===== src/rtl/multi_alarm_if.sv =====
// Bus bundle between the timekeeping logic and the multi-channel alarm unit.
interface multi_alarm_if #(
    parameter int unsigned N_ALARMS = 4,
    parameter int unsigned TIME_W   = 17
);
    localparam int unsigned SEL_W = (N_ALARMS > 1) ? $clog2(N_ALARMS) : 1;

    logic [TIME_W-1:0]   time_in;
    logic                sec_tick;
    logic                set_time;
    logic [SEL_W-1:0]    set_idx;
    logic [TIME_W-1:0]   time_set_in;
    logic [N_ALARMS-1:0] en_in;
    logic                snooze;
    logic                end_ring;
    logic [N_ALARMS-1:0] ring;
    logic [N_ALARMS-1:0] snoozed;
    logic                any_ring;

    modport master (
        output time_in, sec_tick, set_time, set_idx, time_set_in,
               en_in, snooze, end_ring,
        input  ring, snoozed, any_ring
    );

    modport slave (
        input  time_in, sec_tick, set_time, set_idx, time_set_in,
               en_in, snooze, end_ring,
        output ring, snoozed, any_ring
    );
endinterface


===== src/rtl/multi_alarm.sv =====
// N-channel alarm unit: per-channel alarm time, edge-triggered ringing,
// shared snooze/stop controls, snooze limit and ring timeout.
module multi_alarm #(
    parameter int unsigned N_ALARMS     = 4,
    parameter int unsigned TIME_W       = 17,
    parameter int unsigned DAY_SEC      = 86400,
    parameter int unsigned SNOOZE_SEC   = 300,
    parameter int unsigned MAX_SNOOZE   = 3,
    parameter int unsigned RING_TIMEOUT = 60
) (
    input  logic           clk,
    input  logic           rst,
    multi_alarm_if.slave   bus
);
    localparam int unsigned SEL_W = (N_ALARMS > 1) ? $clog2(N_ALARMS) : 1;
    localparam int unsigned TW1   = TIME_W + 1;
    localparam int unsigned CNT_W = (RING_TIMEOUT > 1) ? $clog2(RING_TIMEOUT) : 1;
    localparam int unsigned SNZ_W = $clog2(MAX_SNOOZE + 1) > 0 ? $clog2(MAX_SNOOZE + 1) : 1;

    localparam logic [1:0] ST_IDLE    = 2'd0;
    localparam logic [1:0] ST_RINGING = 2'd1;
    localparam logic [1:0] ST_SNOOZED = 2'd2;

    logic [TIME_W-1:0]   alarm_q    [N_ALARMS];
    logic [TIME_W-1:0]   alarm_d    [N_ALARMS];
    logic [TIME_W-1:0]   target_q   [N_ALARMS];
    logic [TIME_W-1:0]   target_d   [N_ALARMS];
    logic [1:0]          state_q    [N_ALARMS];
    logic [1:0]          state_d    [N_ALARMS];
    logic [CNT_W-1:0]    ring_cnt_q [N_ALARMS];
    logic [CNT_W-1:0]    ring_cnt_d [N_ALARMS];
    logic [SNZ_W-1:0]    snz_cnt_q  [N_ALARMS];
    logic [SNZ_W-1:0]    snz_cnt_d  [N_ALARMS];

    logic [N_ALARMS-1:0] match_prev_q, match_prev_d;
    logic [N_ALARMS-1:0] ring_q, ring_d;
    logic [N_ALARMS-1:0] snoozed_q, snoozed_d;
    logic                any_ring_q, any_ring_d;

    logic [N_ALARMS-1:0] match_c;
    logic [N_ALARMS-1:0] sel_c;
    logic [N_ALARMS-1:0] rise_c;
    logic [TW1-1:0]      snz_sum_c;
    logic [TIME_W-1:0]   snz_target_c;

    // Snooze target, wrapped into the next day when it passes midnight.
    always_comb begin
        snz_target_c = '0;
        snz_sum_c    = {1'b0, bus.time_in} + TW1'(SNOOZE_SEC);
        if (snz_sum_c >= TW1'(DAY_SEC)) begin
            snz_target_c = TIME_W'(snz_sum_c - TW1'(DAY_SEC));
        end else begin
            snz_target_c = snz_sum_c[TIME_W-1:0];
        end
    end

    // Per-channel match, set-select and rising-edge detection.
    always_comb begin
        match_c      = '0;
        sel_c        = '0;
        rise_c       = '0;
        match_prev_d = '0;
        for (int unsigned i = 0; i < N_ALARMS; i++) begin
            match_c[i] = (bus.time_in == alarm_q[i]);
            sel_c[i]   = bus.set_time
                         && (32'(bus.set_idx) < N_ALARMS)
                         && (bus.set_idx == SEL_W'(i));
            rise_c[i]  = match_c[i] & ~match_prev_q[i] & ~sel_c[i];
        end
        match_prev_d = match_c;
    end

    // Next-state and output decode for every channel.
    always_comb begin
        alarm_d    = alarm_q;
        target_d   = target_q;
        state_d    = state_q;
        ring_cnt_d = ring_cnt_q;
        snz_cnt_d  = snz_cnt_q;
        ring_d     = '0;
        snoozed_d  = '0;
        any_ring_d = 1'b0;

        for (int unsigned i = 0; i < N_ALARMS; i++) begin
            if (sel_c[i]) begin
                alarm_d[i] = bus.time_set_in;
                state_d[i] = ST_IDLE;
            end else if (!bus.en_in[i]) begin
                state_d[i] = ST_IDLE;
            end else begin
                case (state_q[i])
                    ST_IDLE: begin
                        if (rise_c[i]) begin
                            state_d[i]    = ST_RINGING;
                            ring_cnt_d[i] = '0;
                            snz_cnt_d[i]  = '0;
                        end
                    end
                    ST_RINGING: begin
                        if (bus.end_ring) begin
                            state_d[i] = ST_IDLE;
                        end else if (bus.snooze && (snz_cnt_q[i] == SNZ_W'(MAX_SNOOZE))) begin
                            state_d[i] = ST_IDLE;
                        end else if (bus.snooze) begin
                            state_d[i]   = ST_SNOOZED;
                            snz_cnt_d[i] = snz_cnt_q[i] + SNZ_W'(1);
                            target_d[i]  = snz_target_c;
                        end else if (bus.sec_tick) begin
                            if (ring_cnt_q[i] == CNT_W'(RING_TIMEOUT - 1)) begin
                                state_d[i] = ST_IDLE;
                            end else begin
                                ring_cnt_d[i] = ring_cnt_q[i] + CNT_W'(1);
                            end
                        end
                    end
                    ST_SNOOZED: begin
                        // A fresh alarm match is ignored here; only the snooze target re-rings.
                        if (bus.end_ring) begin
                            state_d[i] = ST_IDLE;
                        end else if (bus.time_in == target_q[i]) begin
                            state_d[i]    = ST_RINGING;
                            ring_cnt_d[i] = '0;
                        end
                    end
                    default: state_d[i] = ST_IDLE;
                endcase
            end
            ring_d[i]    = (state_d[i] == ST_RINGING);
            snoozed_d[i] = (state_d[i] == ST_SNOOZED);
        end
        any_ring_d = |ring_d;
    end

    // State and output registers; match history resets high so time 0 does not fire.
    always_ff @(posedge clk or negedge rst) begin
        if (!rst) begin
            for (int unsigned i = 0; i < N_ALARMS; i++) begin
                alarm_q[i]    <= '0;
                target_q[i]   <= '0;
                state_q[i]    <= ST_IDLE;
                ring_cnt_q[i] <= '0;
                snz_cnt_q[i]  <= '0;
            end
            match_prev_q <= '1;
            ring_q       <= '0;
            snoozed_q    <= '0;
            any_ring_q   <= 1'b0;
        end else begin
            for (int unsigned i = 0; i < N_ALARMS; i++) begin
                alarm_q[i]    <= alarm_d[i];
                target_q[i]   <= target_d[i];
                state_q[i]    <= state_d[i];
                ring_cnt_q[i] <= ring_cnt_d[i];
                snz_cnt_q[i]  <= snz_cnt_d[i];
            end
            match_prev_q <= match_prev_d;
            ring_q       <= ring_d;
            snoozed_q    <= snoozed_d;
            any_ring_q   <= any_ring_d;
        end
    end

    assign bus.ring     = ring_q;
    assign bus.snoozed  = snoozed_q;
    assign bus.any_ring = any_ring_q;

endmodule


===== src/flat_wrapper.sv =====
// flat-port wrapper written by rule: the top's interface ports become plain ports
module multi_alarm_flat 
#(
    parameter int unsigned N_ALARMS     = 4,
    parameter int unsigned TIME_W       = 17,
    parameter int unsigned DAY_SEC      = 86400,
    parameter int unsigned SNOOZE_SEC   = 300,
    parameter int unsigned MAX_SNOOZE   = 3,
    parameter int unsigned RING_TIMEOUT = 60
)
  (clk, rst, bus_time_in, bus_sec_tick, bus_set_time, bus_set_idx, bus_time_set_in, bus_en_in, bus_snooze, bus_end_ring, bus_ring, bus_snoozed, bus_any_ring);
  multi_alarm_if #(.N_ALARMS(N_ALARMS), .TIME_W(TIME_W)) bus_i ();
  input  logic clk;
  input  logic rst;
  input wire logic [$bits(bus_i.time_in)-1:0] bus_time_in;
  input wire logic [$bits(bus_i.sec_tick)-1:0] bus_sec_tick;
  input wire logic [$bits(bus_i.set_time)-1:0] bus_set_time;
  input wire logic [$bits(bus_i.set_idx)-1:0] bus_set_idx;
  input wire logic [$bits(bus_i.time_set_in)-1:0] bus_time_set_in;
  input wire logic [$bits(bus_i.en_in)-1:0] bus_en_in;
  input wire logic [$bits(bus_i.snooze)-1:0] bus_snooze;
  input wire logic [$bits(bus_i.end_ring)-1:0] bus_end_ring;
  output wire logic [$bits(bus_i.ring)-1:0] bus_ring;
  output wire logic [$bits(bus_i.snoozed)-1:0] bus_snoozed;
  output wire logic [$bits(bus_i.any_ring)-1:0] bus_any_ring;
  assign bus_i.time_in = bus_time_in;
  assign bus_i.sec_tick = bus_sec_tick;
  assign bus_i.set_time = bus_set_time;
  assign bus_i.set_idx = bus_set_idx;
  assign bus_i.time_set_in = bus_time_set_in;
  assign bus_i.en_in = bus_en_in;
  assign bus_i.snooze = bus_snooze;
  assign bus_i.end_ring = bus_end_ring;
  assign bus_ring = bus_i.ring;
  assign bus_snoozed = bus_i.snoozed;
  assign bus_any_ring = bus_i.any_ring;
  multi_alarm #(.N_ALARMS(N_ALARMS), .TIME_W(TIME_W), .DAY_SEC(DAY_SEC), .SNOOZE_SEC(SNOOZE_SEC), .MAX_SNOOZE(MAX_SNOOZE), .RING_TIMEOUT(RING_TIMEOUT)) u_core (.clk(clk), .rst(rst), .bus(bus_i));
endmodule

===== config.mk =====
export PLATFORM = sky130hd
export DESIGN_NAME = multi_alarm_flat
export DESIGN_NICKNAME = d
export VERILOG_FILES = /design/src/rtl/multi_alarm_if.sv /design/src/rtl/multi_alarm.sv /design/src/flat_wrapper.sv
export SDC_FILE = /design/constraint.sdc
export NUM_CORES = 1
export LEC_CHECK = 0
export ABC_AREA = 1
export ABC_CLOCK_PERIOD_IN_PS = 1700
export CAP_MARGIN = 10
export CORE_MARGIN = 2
export CORE_UTILIZATION = 39
export CTS_BUF_LIST = sky130_fd_sc_hd__clkbuf_16
export DETAILED_ROUTE_END_ITERATION = 8
export PLACE_DENSITY_LB_ADDON = 0.05
export SETUP_SLACK_MARGIN = 0.4
export SKIP_LAST_GASP = 1
export SYNTH_ARGS = -nofsm -noshare
export SYNTH_HDL_FRONTEND = slang
export SYNTH_SLANG_ARGS = --single-unit

===== constraint.sdc =====
create_clock -name clk -period 1.7 [get_ports clk]
set_clock_uncertainty 0.1 [all_clocks]
set_input_delay 0.425 -clock clk [delete_from_list [all_inputs] [get_ports clk]]
set_output_delay 0.425 -clock clk [all_outputs]
set_load 0.01 [all_outputs]

==> flow_summary.toml, run 1 <==
[setup_path]
rr_worst_depth = 12
crit_type = "in -> reg"
critPathArrivalTime_ps = 2290
r2r_slack_ps = -290
crit-reg2reg-capture = "u_core.ring_cnt_q[11]"
cp_max_fo = 7
cp.required_ps = 1930
critPathCaptureType = "flip-flop"
cp-start-kind = "primary input"
timing.rr.start = "u_core.target_q[33]"

[global_route]
overflow = 0
first_global_vias = 10400
grt_pass1_wl_um = 56800
grt_max_degree = 46
track_usage = 0.257
grt_antenna_before_repair = 0

[logic_synthesis]
ys_ff_latch = 189
synth.area.top_cells = "dfrtp_1 (44%), nand2_1 (16%), xor2_1 (5.4%), o21ai_0 (5.3%), xnor2_1 (4.5%)"
yosysMostFrequentCell = "nand2_1"
synth_edf_count = 0
synth.distinct_cells = 44
synth_ff_type = "dfrtp_1"
synth_fp_nets = 1441
synth_area_mm2 = 0.0106
ys_seq_area_frac = 0.445
yosysWarnings = 0
yosysTopAreaCellShare = 0.435
netlist_instances = 1385
synthTopCellsByCount = "nand2_1 (450), dfrtp_1 (185), inv_1 (122)"
syn-mean-instance-area_um2 = 7.68
async_reset_ff_frac = 1.00
synth_top_cell_by_area = "dfrtp_1"

[floorplanning]
coreArea_mm2 = 0.0269
rows = 60
initial_core_util = 0.396
fp.dieW_um = 169
pin_count = 55
dieArea_mm2 = 0.0286
dieHeight_um = 169

[min_path]
worstHoldStart = "bus_time_in[2]"
hold_path_depth = 3
min_to = "u_core.target_q[53]"
min_path_type = "in -> reg"

[route]
wire_per_inst_um = 17.2
viasPerCell = 4.98
routed_wl_um = 36100
vias = 10500
firstDrtPassIters = 5
first_iter_violations = 629
ant_nets = 0
drc_errors = 0

[cts]
clock_path_buffers = 2
root_buffer = "clkbuf_16"
cts_sinks = 189
h-tree-depth = 4
clk_latency_ps = 450
cts_tree = "built"
clkTransAtPathRegs_ps = 80
numCtsBuffers = 17

[timing]
rsz0062_at_grt = "yes"
finalMaxSlewViolations = 0
maxSlewHeadroom = 0.392
fmax_mhz = 486
hold_viol = 0
worst_slew_pin_slew_ps = 905
fin_crit_ps = 2060
post-route-period-util = 1.21
timing.final.ws_setup_ps = -356
finalSetupViolations = 96

[final_layout]
final_util = 0.619
syn_to_final_growth_pct = 56.3
antennaDiodeCount = 0
layout.nets = 1802
drive_above_1_share = 0.422
stdcell_area_mm2 = 0.0166

[power]
ir_worst_vdd_mv = 0.602
power.share.clock = 0.362
switching_share = 0.315
seqPwrFrac = 0.435
p_comb_frac = 0.204
switching_power_uw = 3610
p_int_uw = 7840
leakage_uw = 0.00825
power_density_mw_per_mm2 = 689

[run_status]
failed_checks = "negative setup slack"
status = "finished, violations left"

[place]
post-dp-hpwl_um = 23700
dpl_cell_area_mm2 = 0.0135
io_buffers = 54
place.gp.congestion = 0.883

[run]
cap_violations = 0
## flip-flops by register name, indices dropped and copies added (netlist names)
| signal | count |
|---|---|
| u_core.alarm_q | 68 |
| u_core.bus.any_ring | 1 |
| u_core.bus.ring | 4 |
| u_core.bus.snoozed | 4 |
| u_core.match_prev_q | 4 |
| u_core.ring_cnt_q | 24 |
| u_core.snz_cnt_q | 8 |
| u_core.state_q | 8 |
| u_core.target_q | 68 |
## power groups by stage
stage	combinational, uW	clock (uW)	sequential, uW
CTS	2180	4210	4970
detailed placement	1910	0	5050
finish	2330	4140	4980
global placement	1890	0	5040
global route	2560	4370	5020
floorplan	1130	0	5010
## what timing repair did
item | CTS | global route
endpoints found under the setup margin | 198 | 179
pin swaps | 138 | 97
endpoints found under the hold margin | 18 | 0
resized for setup | 353 | 199
hold buffers | 1 | 0
setup buffers | 57 | 31
cloned | 18 | 0
## cells by family after synthesis
logic type	after synthesis	synth area share
AO/OA/AOI/OAI	140	0.0699
XOR/XNOR	121	0.0996
adder cells (fa/ha/maj)	10	0.0118
buffers and inverters	175	0.0662
flip-flops	189	0.445
AND/OR/NAND/NOR	750	0.307
## worst max-delay path by stage
| stage | from | end | slack (ps) | cells after the start |
|---|---|---|---|---|
| global placement | bus_time_in[2] | u_core.target_q[63] | -1270 | 17 |
| detailed placement | bus_time_in[2] | u_core.target_q[63] | -1300 | 17 |
| global route | bus_time_in[3] | u_core.target_q[63] | -440 | 18 |
| CTS | bus_time_in[3] | u_core.target_q[41] | -360 | 16 |
| floorplan | bus_time_in[3] | u_core.target_q[62] | -550 | 17 |
| finish | bus_time_in[3] | u_core.target_q[47] | -360 | 18 |
## critical path: stages
cell and delay (ps):
buf_6 70, buf_6 110, clkinv_4 50, ha_4 150, inv_2 50, nand2_2 70
nand2_4 90, nand2_4 70, nand2_8 90, nand4_1 130, and2_4 190, a21boi_4 230
buf_4 160, nand3_4 110, nand2_2 100, nand2_2 80, nand2_1 60, nand2_1 50
## layer usage
layer	up-vias	share of wire	GRT usage
met5	-	0	0
met4	0	0.018	0.0695
met3	39	0.036	0.0364
met2	191	0.49	0.438
met1	5052	0.46	0.345
li1	5170	-	-
## area by class of cell
class	count	area, um^2
Tap cell	341	427
Fill cell	2352	10200
Multi-Input combinational cell	1022	6500
Timing Repair inverter	2	20.0
Sequential cell	189	4730
Timing Repair Buffer	385	3760
Clock inverter	15	169
Clock buffer	17	425
Inverter	129	583
## metrics by stage
step,setup TNS [ps],std cells,total power (uW),setup slack [ps],hold slack (ps)
floorplan,-27530,1385,6140,-550,29.4
global placement,-151230,1961,6930,-1270,241
detailed placement,-153790,1961,6960,-1300,239
CTS,-22420,2069,11400,-361,288
global route,-31300,2100,12000,-445,281
finish,-22130,2100,11500,-356,278
## placed cells by master (no fill, tap or decap), types with 6 or more instances in the layout
cell and n:
clkbuf_16 17, nand2_1 329, xnor2_1 46, nor2_2 17, buf_8 8, nand3_2 24
inv_8 7, inv_6 6, nor3_2 12, clkdlybuf4s50_1 22, nand3_4 9, xor2_1 65
nor2_1 62, nor3_4 11, dfrtp_1 185, nand2_2 103, buf_6 61, nor2_4 10
or2_2 22, xnor2_2 9, buf_4 226, buf_2 19, nand3_1 47, nand4_1 49
buf_12 25, inv_1 82, buf_16 11, o21ai_2 18, a21oi_2 6, inv_2 30
o21ai_1 66, nand2_4 33, o21ai_0 33
(Power assumes the default switching activity.)
==> run 2, diff against run 1 <==
CAP_MARGIN = 30   (was 10)
==> results of run 2 <==
No change in the layout: final DEF, timing and power equal those of run 1.
